==> src/rtl/instr_encoder_loader_pkg.sv <==
// Shared types for the instruction encoder/loader: RV32I opcodes, command fields, loader state.
package instr_encoder_loader_pkg;

  localparam logic [6:0] OpLui    = 7'b0110111;
  localparam logic [6:0] OpAuipc  = 7'b0010111;
  localparam logic [6:0] OpJal    = 7'b1101111;
  localparam logic [6:0] OpJalr   = 7'b1100111;
  localparam logic [6:0] OpBranch = 7'b1100011;
  localparam logic [6:0] OpLoad   = 7'b0000011;
  localparam logic [6:0] OpStore  = 7'b0100011;
  localparam logic [6:0] OpImm    = 7'b0010011;
  localparam logic [6:0] OpReg    = 7'b0110011;

  typedef struct packed {
    logic [6:0]  opcode;
    logic [4:0]  rd;
    logic [4:0]  rs1;
    logic [4:0]  rs2;
    logic [2:0]  funct3;
    logic        bit30;
    logic [31:0] imm;
  } rv_cmd_t;

  typedef struct packed {
    logic        ok;
    logic [31:0] word;
  } enc_result_t;

  typedef enum logic [1:0] {StIdle, StRun, StDrain, StDone} loader_state_e;

  // True when v is the sign extension of its low w bits.
  function automatic logic fits_signed(input logic [31:0] v, input int unsigned w);
    logic signed [31:0] hi;
    hi = $signed(v) >>> (w - 1);
    return (hi == '0) || (hi == '1);
  endfunction

endpackage

==> src/rtl/instr_encoder_loader_if.sv <==
// Command handshake and instruction-memory write channel of the loader.
interface instr_encoder_loader_if
  import instr_encoder_loader_pkg::*;
#(
  parameter int unsigned ADDR_W = 32
) ();

  logic              cmd_valid;
  logic              cmd_ready;
  logic              cmd_last;
  rv_cmd_t           cmd;
  logic              imem_wr_en;
  logic              imem_ready;
  logic [ADDR_W-1:0] imem_addr;
  logic [31:0]       imem_wdata;

  modport master (
    output cmd_valid, cmd_last, cmd, imem_ready,
    input  cmd_ready, imem_wr_en, imem_addr, imem_wdata
  );

  modport slave (
    input  cmd_valid, cmd_last, cmd, imem_ready,
    output cmd_ready, imem_wr_en, imem_addr, imem_wdata
  );

endinterface

==> src/rtl/sync_fifo.sv <==
// Synchronous FIFO with show-ahead head; DEPTH must be a power of two.
module sync_fifo #(
  parameter int unsigned WIDTH = 32,
  parameter int unsigned DEPTH = 4
) (
  input  logic             clk,
  input  logic             rst,
  input  logic             push,
  input  logic [WIDTH-1:0] wdata,
  input  logic             pop,
  output logic [WIDTH-1:0] rdata,
  output logic             full,
  output logic             empty
);

  localparam int unsigned AW = $clog2(DEPTH);

  logic [WIDTH-1:0] mem_q [DEPTH];
  logic [AW:0]      wr_ptr_q, rd_ptr_q;

  // Extra pointer bit distinguishes full from empty when the indices match.
  assign empty = (wr_ptr_q == rd_ptr_q);
  assign full  = (wr_ptr_q[AW] != rd_ptr_q[AW]) && (wr_ptr_q[AW-1:0] == rd_ptr_q[AW-1:0]);
  assign rdata = mem_q[rd_ptr_q[AW-1:0]];

  always_ff @(posedge clk or posedge rst) begin
    if (rst) begin
      wr_ptr_q <= '0;
      rd_ptr_q <= '0;
    end else begin
      if (push && !full) wr_ptr_q <= wr_ptr_q + (AW+1)'(1);
      if (pop && !empty) rd_ptr_q <= rd_ptr_q + (AW+1)'(1);
    end
  end

  always_ff @(posedge clk) begin
    if (push && !full) mem_q[wr_ptr_q[AW-1:0]] <= wdata;
  end

endmodule

==> src/rtl/instr_encoder_loader.sv <==
// Packs field-level RV32I commands into instruction words and streams them into
// instruction memory at consecutive addresses from a session base address.
module instr_encoder_loader
  import instr_encoder_loader_pkg::*;
#(
  parameter int unsigned ADDR_W     = 32,
  parameter int unsigned FIFO_DEPTH = 4,
  parameter int unsigned CNT_W      = 16
) (
  input  logic                 clk,
  input  logic                 rst,
  input  logic                 start,
  input  logic [ADDR_W-1:0]    base_addr,
  instr_encoder_loader_if.slave bus,
  output logic                 busy,
  output logic                 done,
  output logic                 err,
  output logic [CNT_W-1:0]     words_written
);

  function automatic enc_result_t encode_cmd(input rv_cmd_t c);
    enc_result_t r;
    r.ok   = 1'b1;
    r.word = '0;
    case (c.opcode)
      OpReg: r.word = {1'b0, c.bit30, 5'b0, c.rs2, c.rs1, c.funct3, c.rd, c.opcode};
      OpImm, OpLoad: begin
        r.ok = fits_signed(c.imm, 12);
        if (c.opcode == OpImm && (c.funct3 == 3'b001 || c.funct3 == 3'b101)) begin
          r.word = {1'b0, c.bit30, 5'b0, c.imm[4:0], c.rs1, c.funct3, c.rd, c.opcode};
        end else begin
          r.word = {c.imm[11:0], c.rs1, c.funct3, c.rd, c.opcode};
        end
      end
      OpJalr: begin
        r.ok   = fits_signed(c.imm, 12);
        r.word = {c.imm[11:0], c.rs1, 3'b000, c.rd, c.opcode};
      end
      OpStore: begin
        r.ok   = fits_signed(c.imm, 12);
        r.word = {c.imm[11:5], c.rs2, c.rs1, c.funct3, c.imm[4:0], c.opcode};
      end
      OpBranch: begin
        r.ok   = fits_signed(c.imm, 13) && !c.imm[0];
        r.word = {c.imm[12], c.imm[10:5], c.rs2, c.rs1, c.funct3, c.imm[4:1], c.imm[11],
                  c.opcode};
      end
      OpLui, OpAuipc: begin
        r.ok   = (c.imm[11:0] == 12'h000);
        r.word = {c.imm[31:12], c.rd, c.opcode};
      end
      OpJal: begin
        r.ok   = fits_signed(c.imm, 21) && !c.imm[0];
        r.word = {c.imm[20], c.imm[10:1], c.imm[11], c.imm[19:12], c.rd, c.opcode};
      end
      default: r.ok = 1'b0;
    endcase
    return r;
  endfunction

  loader_state_e     state_q, state_d;
  logic [ADDR_W-1:0] addr_q, addr_d;
  logic              err_q, err_d;
  logic [CNT_W-1:0]  words_q, words_d;

  enc_result_t enc;
  logic        accept, push, pop;
  logic        fifo_full, fifo_empty;
  logic [31:0] fifo_head;

  assign enc    = encode_cmd(bus.cmd);
  assign accept = bus.cmd_valid && bus.cmd_ready;
  assign push   = accept && enc.ok;
  assign pop    = bus.imem_wr_en && bus.imem_ready;

  sync_fifo #(
    .WIDTH (32),
    .DEPTH (FIFO_DEPTH)
  ) u_fifo (
    .clk   (clk),
    .rst   (rst),
    .push  (push),
    .wdata (enc.word),
    .pop   (pop),
    .rdata (fifo_head),
    .full  (fifo_full),
    .empty (fifo_empty)
  );

  // Ready depends only on registered state, so there is no path from imem_ready.
  assign bus.cmd_ready  = (state_q == StRun) && !fifo_full;
  assign bus.imem_wr_en = !fifo_empty;
  assign bus.imem_addr  = addr_q;
  assign bus.imem_wdata = fifo_head;

  assign busy          = (state_q != StIdle);
  assign done          = (state_q == StDone);
  assign err           = err_q;
  assign words_written = words_q;

  always_comb begin
    state_d = state_q;
    addr_d  = addr_q;
    err_d   = err_q;
    words_d = words_q;
    unique case (state_q)
      StIdle: begin
        if (start) begin
          state_d = StRun;
          addr_d  = base_addr;
          err_d   = 1'b0;
          words_d = '0;
        end
      end
      StRun:   if (accept && bus.cmd_last) state_d = StDrain;
      StDrain: if (fifo_empty) state_d = StDone;
      StDone:  state_d = StIdle;
      default: state_d = StIdle;
    endcase
    if (accept && !enc.ok) err_d = 1'b1;
    if (pop) begin
      addr_d = addr_q + ADDR_W'(4);
      if (words_q != '1) words_d = words_q + CNT_W'(1);
    end
  end

  always_ff @(posedge clk or posedge rst) begin
    if (rst) begin
      state_q <= StIdle;
      addr_q  <= '0;
      err_q   <= 1'b0;
      words_q <= '0;
    end else begin
      state_q <= state_d;
      addr_q  <= addr_d;
      err_q   <= err_d;
      words_q <= words_d;
    end
  end

endmodule

==> src/flat_wrapper.sv <==
// flat-port wrapper written by rule: the top's interface ports become plain ports
module instr_encoder_loader_flat import instr_encoder_loader_pkg::*;
#(
  parameter int unsigned ADDR_W     = 32,
  parameter int unsigned FIFO_DEPTH = 4,
  parameter int unsigned CNT_W      = 16
)
  (clk, rst, start, base_addr, busy, done, err, words_written, bus_cmd_valid, bus_cmd_last, bus_cmd, bus_imem_ready, bus_cmd_ready, bus_imem_wr_en, bus_imem_addr, bus_imem_wdata);
  instr_encoder_loader_if #(.ADDR_W(ADDR_W)) bus_i ();
  input  logic clk;
  input  logic rst;
  input  logic start;
  input  logic [ADDR_W-1:0] base_addr;
  output logic busy;
  output logic done;
  output logic err;
  output logic [CNT_W-1:0] words_written;
  input wire logic [$bits(bus_i.cmd_valid)-1:0] bus_cmd_valid;
  input wire logic [$bits(bus_i.cmd_last)-1:0] bus_cmd_last;
  input wire logic [$bits(bus_i.cmd)-1:0] bus_cmd;
  input wire logic [$bits(bus_i.imem_ready)-1:0] bus_imem_ready;
  output wire logic [$bits(bus_i.cmd_ready)-1:0] bus_cmd_ready;
  output wire logic [$bits(bus_i.imem_wr_en)-1:0] bus_imem_wr_en;
  output wire logic [$bits(bus_i.imem_addr)-1:0] bus_imem_addr;
  output wire logic [$bits(bus_i.imem_wdata)-1:0] bus_imem_wdata;
  assign bus_i.cmd_valid = bus_cmd_valid;
  assign bus_i.cmd_last = bus_cmd_last;
  assign bus_i.cmd = bus_cmd;
  assign bus_i.imem_ready = bus_imem_ready;
  assign bus_cmd_ready = bus_i.cmd_ready;
  assign bus_imem_wr_en = bus_i.imem_wr_en;
  assign bus_imem_addr = bus_i.imem_addr;
  assign bus_imem_wdata = bus_i.imem_wdata;
  instr_encoder_loader #(.ADDR_W(ADDR_W), .FIFO_DEPTH(FIFO_DEPTH), .CNT_W(CNT_W)) u_core (.clk(clk), .rst(rst), .start(start), .base_addr(base_addr), .bus(bus_i), .busy(busy), .done(done), .err(err), .words_written(words_written));
endmodule
==> config.mk <==
export PLATFORM = sky130hd
export DESIGN_NAME = instr_encoder_loader_flat
export DESIGN_NICKNAME = d
export VERILOG_FILES = /design/src/rtl/instr_encoder_loader_pkg.sv /design/src/rtl/instr_encoder_loader_if.sv /design/src/rtl/sync_fifo.sv /design/src/rtl/instr_encoder_loader.sv /design/src/flat_wrapper.sv
export SDC_FILE = /design/constraint.sdc
export NUM_CORES = 1
export LEC_CHECK = 0
export ABC_AREA = 1
export BUFFER_PORTS_ARGS = -buffer_cell sky130_fd_sc_hd__buf_2
export CAP_MARGIN = 0
export CORE_MARGIN = 8
export CORE_UTILIZATION = 47
export DETAILED_ROUTE_END_ITERATION = 12
export PLACE_DENSITY = 0.77
export RECOVER_POWER = 25
export REMOVE_ABC_BUFFERS = 1
export SKIP_CTS_REPAIR_TIMING = 1
export SLEW_MARGIN = 20
export SYNTH_ARGS = -nofsm -noshare
export SYNTH_HDL_FRONTEND = slang
export SYNTH_SLANG_ARGS = --single-unit
==> constraint.sdc <==
create_clock -name clk -period 3.3 [get_ports clk]
set_input_delay 0.33 -clock clk [delete_from_list [all_inputs] [get_ports clk]]
set_output_delay 0.33 -clock clk [all_outputs]
set_load 0.01 [all_outputs]
==> qor.yml, run 1 <==
wl_mm: 26.96
yosysTopAreaCell: "edfxtp_1"
tns_ps: 0
antenna_found_initial: 0
drc: 0
syn_inst: 1086
dieArea_um2: 25380
cp.required_ps: 2970
cts_root_buf: "clkbuf_16"
dpl.cell_count: 1514
grt_pass1_vias: 8007
antenna_cells: 0
portBuffers: 180
coreArea_um2: 20170
overflow: 0
die_w_um: 159.3
gp_congestion: 0.9352
area_delta_synth_final_pct: 16.73
syn_avg_cell_area_um2: 8.889
drive_gt1_share_pct: 17.01
yosys-top-cells-area: "edfxtp_1 40%, dfrtp_1 15%, nand2_1 9.8%"
ys_seq_elements: 185
crit_type: "flop to output port"
period_minus_slack_ps: 2789
initial_core_util_pct: 47.86
grt_pass1_wl_mm: 42.33
clk_path_buf_depth: 2
synth_edf_count: 128
dp_hpwl_mm: 19.47
total_power_mw: 7.909
ys_async_sr_fraction_pct: 30.81
rows: 52
clock_latency_ps: 420
utilization_pct: 55.87
ys.flop_type: "edfxtp_1"
clock.fmax_ghz: 0.3585
yosysTopAreaCellShare_pct: 39.82
wire_per_inst_um: 17.44
worst_slew_pin_slew_ps: 1440
hold_class: "primary input to flop"
worstPathMaxFanout: 20
rsz0062_at_grt: "no"
min_period_over_period_pct: 84.52
power_density_nw_per_um2: 701.9
drt-vias-per-instance: 5.324
finClkSkew_ps: 15.72
hold_viol: 0
slew_violations: 0
relSlewSlack_pct: 3.903
grt_max_degree: 65
die_h_um: 159.3
ant_nets: 0
ctsHtreeMaxLevel: 4
track_usage_pct: 20.72
cts_made_buffers: 17
layout_common_cells: "254 x nand2_1, 150 x nor2_1, 136 x buf_2"
ys_warn_count: 0
ios: 181
num_vias: 8231
seq_area_frac_synth_pct: 54.59
nets: 1370
setup_viol: 0
netlist-cell-type-count: 46
clk_pin_slew_worst_paths_ps: 70
irDropWorstVdd_mv: 0.5340
cts_sinks: 185
outcome: "complete, no violations"
start_kind: "flop"
end_kind: "output port"
cap_viol_max_count: 0
final_common_cell: "nand2_1"
p_leak_nw: 4.802
drtPass1Iterations: 5
synth.cell_area_um2: 9653
drt-initial-drc-count: 837
stdcell_count: 1546
crit_arrival_ps: 2460
cts_tree: "built"
## cell usage after synthesis (all sizes together) (5+ instances only)
master	n
a21oi	7
a22oi	5
buf	13
clkbuf	19
dfrtp	57
edfxtp	128
ha	11
inv	113
nand2	260
nand3	55
nand4	8
nor2	161
nor3	26
o211ai	13
o21ai	124
o22ai	41
xnor2	6
xor2	23
## per-layer routing
layer  share of wire [%]  track usage (%)  vias to the layer above
met3                 6.1            4.240                       49
met1                  41            25.57                     3878
met4                 2.8            8.576                        0
li1                    -                -                     4012
met5                   0                0                        -
met2                  50            34.89                      292
## final timing paths
kind                                                            start                                    to  slack (ps)  cells after the start
worst max-delay path            u_core.u_fifo.rd_ptr_q[1]$_DFFE_PP0P_                    bus_imem_wdata[28]         510                      5
worst min-delay path                                     base_addr[0]   u_core.bus.imem_addr[0]$_DFFE_PP0P_         110                      3
worst max register to register  u_core.u_fifo.rd_ptr_q[1]$_DFFE_PP0P_  u_core.u_fifo.mem_q[1][27]$_DFFE_PP_         840                     10
worst min register to register    u_core.bus.imem_addr[1]$_DFFE_PP0P_   u_core.bus.imem_addr[1]$_DFFE_PP0P_         480                      2
max in group asynchronous                                         rst  u_core.bus.imem_addr[22]$_DFFE_PP0P_        1170                      3
min in group asynchronous                                         rst    u_core.words_written[14]$_DFF_PP0_         330                      2
## metrics by stage
step,setup WS (ps),hold slack (ps),cell area (um2)
2_1_floorplan,-456.3,446.6,9468
5_1_grt,331.1,112.6,11270
6_report,510.7,114.3,11270
3_3_place_gp,896.2,453.2,10790
4_1_cts,481.0,72.43,11340
3_5_place_dp,800.8,458.6,10790
## sequential cells by signal (all words and copies together), names as in the netlist
| register | flops |
|---|---|
| u_core.u_fifo.wr_ptr_q | 3 |
| u_core.state_q | 2 |
| u_core.bus.imem_addr | 32 |
| u_core.words_written | 16 |
| u_core.u_fifo.mem_q | 128 |
| u_core.err | 1 |
| u_core.u_fifo.rd_ptr_q | 3 |
## final cells by class
type / instances / area, um2
Fill cell: 1836 / 8901
Sequential cell: 185 / 5271
Multi-Input combinational cell: 755 / 3762
Timing Repair Buffer: 190 / 917.1
Inverter: 114 / 435.4
Clock buffer: 17 / 425.4
Tap cell: 270 / 337.8
Clock inverter: 15 / 118.9
## kinds of logic (layout without fill, tap and decap cells)
logic type                 after synthesis  after routing  synth area share [%]
adders and majority gates               11             11                 1.426
xor gates and xnor gates                29             29                 2.709
buffers and inverters                  146            336                 6.429
AOI/OAI and AO/OA                      197            197                 11.70
muxes                                    1              1                0.1037
DFF                                    185            185                 54.60
and+or+nand+nor                        517            517                 23.03
## critical path: stages, from the launching register on
cell	delay (ps)
dfrtp_1	600
inv_1	610
buf_4	320
o21ai_0	110
o22ai_1	220
buf_2	180
## power breakdown
part           internal (mW)  total [mW]  switching (mW)  leakage [nW]
clock                  0.979        1.88           0.901         0.258
combinational           1.01        2.97            1.96          2.58
sequential              2.72        3.05           0.334          1.96
Power figures use the tool's default switching activity.
==> inputs of run 2 (changes only) <==
==> constraint.sdc (replaced) <==
create_clock -name clk -period 2.9 [get_ports clk]
set_input_delay 0.29 -clock clk [delete_from_list [all_inputs] [get_ports clk]]
set_output_delay 0.29 -clock clk [all_outputs]
set_load 0.01 [all_outputs]
==> qor.yml, run 2 (synthesis gave the netlist of run 1 again) <==
outcome: "complete, no violations"  # unchanged
drc: 0  # unchanged
rsz0062_at_grt: "no"  # unchanged
p_leak_nw: 4.863  # was 4.802 nW
cap_viol_max_count: 0  # unchanged
relSlewSlack_pct: 28.12  # was 3.903%
fill_cells: 1809  # was 1836
r2r_start: "u_core.u_fifo.rd_ptr_q[0]$_DFFE_PP0P_"  # was u_core.u_fifo.rd_ptr_q[1]$_DFFE_PP0P_
dp_hpwl_mm: 19.54  # was 19.47 mm
die_w_um: 159.3  # unchanged
overflow: 0  # unchanged
area_delta_synth_final_pct: 17.63  # was 16.73%
irDropWorstVdd_mv: 0.4472  # was 0.5340 mV
period_minus_slack_ps: 2517
crit_type: "flop to output port"  # unchanged
antenna_cells: 0  # unchanged
wl_mm: 26.83  # was 26.96 mm
drtPass1Iterations: 5  # unchanged
largest_register_ffs: 128  # unchanged
cts_tree: "built"  # unchanged
initial_core_util_pct: 47.86  # unchanged
setup_ws_ps: 383.3  # was 510.7 ps
antenna_found_initial: 1  # was 0
holdCritStartpoint: "base_addr[1]"  # was base_addr[0]
clk_path_buf_depth: 2  # unchanged
cp.required_ps: 2610  # was 2970 ps
clk_pin_slew_worst_paths_ps: 80  # was 70 ps
worstPathMaxFanout: 42  # was 20
final_common_cell: "nand2_1"  # unchanged
ios: 181  # unchanged
grt_max_degree: 49  # was 65
hold_viol: 0  # unchanged
slew_violations: 0  # unchanged
nets: 1377  # was 1370
dpl.cell_count: 1520  # was 1514
dp_slack_ps: 528.3  # was 800.8 ps
holdPathStages: 3  # unchanged
ant_nets: 0  # unchanged
dieArea_um2: 25380  # unchanged
num_vias: 8316  # was 8231
grt_pass1_vias: 8142  # was 8007
coreArea_um2: 20170  # unchanged
rows: 52  # unchanged
r2r_slack_ps: 560  # was 840 ps
portBuffers: 180  # unchanged
hold_class: "primary input to flop"  # unchanged
r2r-end: "u_core.u_fifo.mem_q[3][21]$_DFFE_PP_"  # was u_core.u_fifo.mem_q[1][27]$_DFFE_PP_
cts_made_buffers: 17  # unchanged
die_h_um: 159.3  # unchanged
tns_ps: 0  # unchanged
min_period_over_period_pct: 86.78
power_density_nw_per_um2: 802.1  # was 701.9 nW/um2
worst_slew_pin_slew_ps: 1077  # was 1440 ps
rr_worst_depth: 10  # unchanged
finClkSkew_ps: 10.47  # was 15.72 ps
clock_latency_ps: 440  # was 420 ps
cts_root_buf: "clkbuf_16"  # unchanged
whs_endpoint: "u_core.bus.imem_addr[1]$_DFFE_PP0P_"  # was u_core.bus.imem_addr[0]$_DFFE_PP0P_
drt-initial-drc-count: 700  # was 837
total_power_mw: 9.108  # was 7.909 mW
end_kind: "output port"  # unchanged
setup_viol: 0  # unchanged
wire_per_inst_um: 17.28  # was 17.44 um
drive_gt1_share_pct: 17.54  # was 17.01%
clock.fmax_ghz: 0.3974
drt-vias-per-instance: 5.355  # was 5.324
track_usage_pct: 20.95  # was 20.72%
stdcell_count: 1553  # was 1546
gp_congestion: 0.9656  # was 0.9352
ctsHtreeMaxLevel: 4  # unchanged
cts_sinks: 185  # unchanged
grt_pass1_wl_mm: 42.69  # was 42.33 mm
layout_common_cells: "254 x nand2_1, 149 x nor2_1, 138 x buf_2"  # was 254 x nand2_1, 150 x nor2_1, 136 x buf_2
start_kind: "flop"  # unchanged
crit_arrival_ps: 2230  # was 2460 ps
-- run 2: cell types whose count changed in the layout (fill, tap and decap cells not counted), moves of 2 or more --
cell and change:
clkinvlp_4 -3, clkinv_4 +2, inv_6 +3, buf_4 +4, buf_2 +2
-- run 2: worst max-delay path: stages, from the launching register on --
cell and delay [ps]:
dfrtp_2 670, buf_4 460, o21ai_0 150, o22ai_1 300, buf_2 210
-- run 2: metal layers --
metal  routed length, um  track usage, %
met5                   8               0
met3                1774           3.956
met4                 728           8.834
met1               10840           25.10
met2               13490           36.34
-- run 2: worst max path at each step --
| stage | start | to | slack, ps | depth (start not counted) |
|---|---|---|---|---|
| floorplan | u_core.u_fifo.rd_ptr_q[0]$_DFFE_PP0P_ | u_core.u_fifo.mem_q[3][0]$_DFFE_PP_ | -860 | 9 |
| global placement | bus_cmd[54] | u_core.u_fifo.mem_q[3][22]$_DFFE_PP_ | 620 | 11 |
| detailed placement | bus_cmd[55] | u_core.u_fifo.mem_q[3][22]$_DFFE_PP_ | 530 | 13 |
| CTS | u_core.u_fifo.rd_ptr_q[0]$_DFFE_PP0P_ | bus_imem_wdata[29] | 350 | 4 |
| global route | u_core.u_fifo.rd_ptr_q[0]$_DFFE_PP0P_ | bus_imem_wdata[29] | 210 | 4 |
| finish | u_core.u_fifo.rd_ptr_q[0]$_DFFE_PP0P_ | bus_imem_wdata[29] | 380 | 4 |
-- run 2: power breakdown --
part | switching (mW) | total [mW] | internal [mW]
Clock | 1.07 | 2.20 | 1.13
Sequential | 0.412 | 3.51 | 3.09
Combinational | 2.22 | 3.40 | 1.18
Total | 3.70 | 9.11 | 5.41
-- run 2: per-stage QoR --
stage | hold slack, ps | utilization (%) | area, um2
2_1_floorplan | 406.6 | - | 9468
3_5_place_dp | 402.4 | 53.80 | 10850
4_1_cts | -72.00 | 56.56 | 11410
3_3_place_gp | 394.1 | 53.80 | 10850
5_1_grt | 68.24 | 56.30 | 11350
6_report | 53.67 | 56.30 | 11350
-- run 2: layout make-up --
class	instances	area, um2	area share (%)
repair buffers	197	983.4	8.661
clock buffers	17	425.4	3.747
well taps	270	337.8	2.975
inverters	114	435.4	3.835
multi-input cells	755	3770	33.20
clock inverters	15	131.4	1.157
flip-flops and latches	185	5271	46.42
==> inputs of run 3 (changes only) <==
--- a/config.mk
+++ b/config.mk
@@ -8,7 +8,7 @@
 export ABC_AREA = 1
 export BUFFER_PORTS_ARGS = -buffer_cell sky130_fd_sc_hd__buf_2
 export CAP_MARGIN = 0
-export CORE_MARGIN = 8
+export CORE_MARGIN = 2
 export CORE_UTILIZATION = 47
 export DETAILED_ROUTE_END_ITERATION = 12
 export PLACE_DENSITY = 0.77
==> qor.yml, run 3 (synthesis gave the netlist of run 1 again) <==
outcome: "finished, violations left"  # was complete, no violations
violations: "capacitance limit, slew limit"
crit_arrival_ps: 2160  # was 2230 ps
cts_made_buffers: 17  # unchanged
stdcell_count: 1552  # was 1553
power_density_nw_per_um2: 806.8  # was 802.1 nW/um2
p_leak_nw: 4.880  # was 4.863 nW
power_switching_mw: 3.762  # was 3.701 mW
layout_common_cells: "254 x nand2_1, 149 x nor2_1, 139 x buf_2"  # was 254 x nand2_1, 149 x nor2_1, 138 x buf_2
hold_viol: 0  # unchanged
worst_slew_pin_slew_ps: 1534  # was 1077 ps
cts_tree: "built"  # unchanged
regArea_um2: 5271  # unchanged
irDropWorstVdd_mv: 0.4956  # was 0.4472 mV
largest_register_ffs: 128  # unchanged
ant_nets: 0  # unchanged
grt_pass1_wl_mm: 40.95  # was 42.69 mm
clock.fmax_ghz: 0.4078  # was 0.3974 GHz
die_w_um: 147.3  # was 159.3 um
power_frac_clock_pct: 25.6  # was 24.2%
hold_class: "primary input to flop"  # unchanged
num_vias: 8222  # was 8316
finClkSkew_ps: 14.23  # was 10.47 ps
rows: 52  # unchanged
drtPass1Iterations: 5  # unchanged
ios: 181  # unchanged
dp_slack_ps: 510.8  # was 528.3 ps
rr_worst_depth: 11  # was 10
clk_pin_slew_worst_paths_ps: 80  # about the same
dpl.cell_count: 1519  # was 1520
min_period_over_period_pct: 84.56  # was 86.78%
wl_met1_mm: 10.75  # was 10.84 mm
utilization_pct: 56.61  # was 56.30%
drc: 0  # unchanged
grt_max_degree: 66  # was 49
ctsHtreeMaxLevel: 4  # unchanged
gp_congestion: 0.9259  # was 0.9656
slew_violations: 30  # was 0
antenna_cells: 0  # unchanged
rsz0062_at_grt: "no"  # unchanged
initial_core_util_pct: 47.86  # unchanged
clk_path_buf_depth: 2  # unchanged
wire_per_inst_um: 16.68  # was 17.28 um
holdWs_ps: 36.32  # was 53.67 ps
p_comb_share_pct: 37.0  # was 37.3%
start_kind: "flop"  # unchanged
die_h_um: 147.3  # was 159.3 um
area_delta_synth_final_pct: 18.28  # was 17.63%
period_minus_slack_ps: 2452  # was 2517 ps
dieArea_um2: 21700  # was 25380 um2
wl_met3_mm: 1.711  # was 1.774 mm
nets: 1376  # was 1377
cts_root_buf: "clkbuf_16"  # unchanged
met2_length_mm: 12.70  # was 13.49 mm
place_area_um2: 10860  # was 10850 um2
antenna_found_initial: 2  # was 1
internal_power_mw: 5.450  # was 5.406 mW
end_kind: "output port"  # unchanged
r2r_slack_ps: 610  # was 560 ps
final_area_um2: 11420  # was 11350 um2
final_common_cell: "nand2_1"  # unchanged
setup_viol: 0  # unchanged
clock_latency_ps: 450  # was 440 ps
multiInputGateArea_um2: 3770  # unchanged
cp.required_ps: 2610  # about the same
drive_gt1_share_pct: 17.55  # was 17.54%
overflow: 0  # unchanged
crit_type: "flop to output port"  # unchanged
r2r_start: "u_core.u_fifo.rd_ptr_q[1]$_DFFE_PP0P_"  # was u_core.u_fifo.rd_ptr_q[0]$_DFFE_PP0P_
drt-vias-per-instance: 5.298  # was 5.355
whs_endpoint: "u_core.bus.imem_addr[1]$_DFFE_PP0P_"  # unchanged
portBuffers: 180  # unchanged
fill_cells: 1780  # was 1809
holdCritStartpoint: "base_addr[1]"  # unchanged
worstPathMaxFanout: 25  # was 42
seqPwrFrac_pct: 37.3  # was 38.5%
cap_viol_max_count: 1  # was 0
maxUsedRoutingLayer: "met5"  # unchanged
cts_sinks: 185  # unchanged
tns_ps: 0  # unchanged
holdPathStages: 3  # unchanged
relSlewSlack_pct: -2.241  # was 28.12%
total_power_mw: 9.212  # was 9.108 mW
dp_hpwl_mm: 18.43  # was 19.54 mm
drt-initial-drc-count: 590  # was 700
track_usage_pct: 24.02  # was 20.95%
grt_pass1_vias: 7943  # was 8142
swShare_pct: 40.84  # was 40.64%
setup_ws_ps: 447.7  # was 383.3 ps
r2r-end: "u_core.u_fifo.mem_q[3][10]$_DFFE_PP_"  # was u_core.u_fifo.mem_q[3][21]$_DFFE_PP_
coreArea_um2: 20170  # unchanged
wl_mm: 25.89  # was 26.83 mm
==> run 3: final cells by class <==
| type | count | area share, % |
|---|---|---|
| well taps | 270 | 2.959 |
| flip-flops and latches | 185 | 46.17 |
| repair buffers | 196 | 8.668 |
| clock inverters | 15 | 1.644 |
| multi-input cells | 755 | 33.02 |
| clock buffers | 17 | 3.726 |
| inverters | 114 | 3.814 |
==> run 3: worst max path at each step <==
stage / from / end / slack (ps)
6_report: u_core.u_fifo.rd_ptr_q[1]$_DFFE_PP0P_ / bus_imem_wdata[11] / 450
5_1_grt: rst / u_core.u_fifo.rd_ptr_q[0]$_DFFE_PP0P_ / 220
4_1_cts: u_core.u_fifo.rd_ptr_q[1]$_DFFE_PP0P_ / bus_imem_wdata[11] / 440
3_5_place_dp: bus_cmd[55] / u_core.u_fifo.mem_q[2][14]$_DFFE_PP_ / 510
3_3_place_gp: bus_cmd[55] / u_core.u_fifo.mem_q[2][2]$_DFFE_PP_ / 590
2_1_floorplan: u_core.u_fifo.rd_ptr_q[0]$_DFFE_PP0P_ / u_core.u_fifo.mem_q[3][0]$_DFFE_PP_ / -860
==> run 3: power by group through the flow <==
stage / Clock [mW] / Sequential [mW] / Combinational, mW
after detailed placement: 0 / 3.48 / 3.47
after CTS: 2.40 / 3.43 / 3.49
after global routing: 2.49 / 3.49 / 3.80
after floorplan: 0 / 3.63 / 1.90
after global placement: 0 / 3.48 / 3.41
final: 2.36 / 3.44 / 3.41
==> run 3: critical path, stage by stage, from the launching register on <==
cell	delay, ps
dfrtp_1	380
buf_4	190
inv_1	230
buf_4	330
o21ai_0	140
o22ai_1	250
buf_2	190
==> run 3: routing by layer <==
layer / global-route usage, % / vias to the layer above
li1: - / 4022
met1: 31.52 / 3851
met2: 39.32 / 299
met3: 4.876 / 48
met4: 9.615 / 2
met5: 0 / -
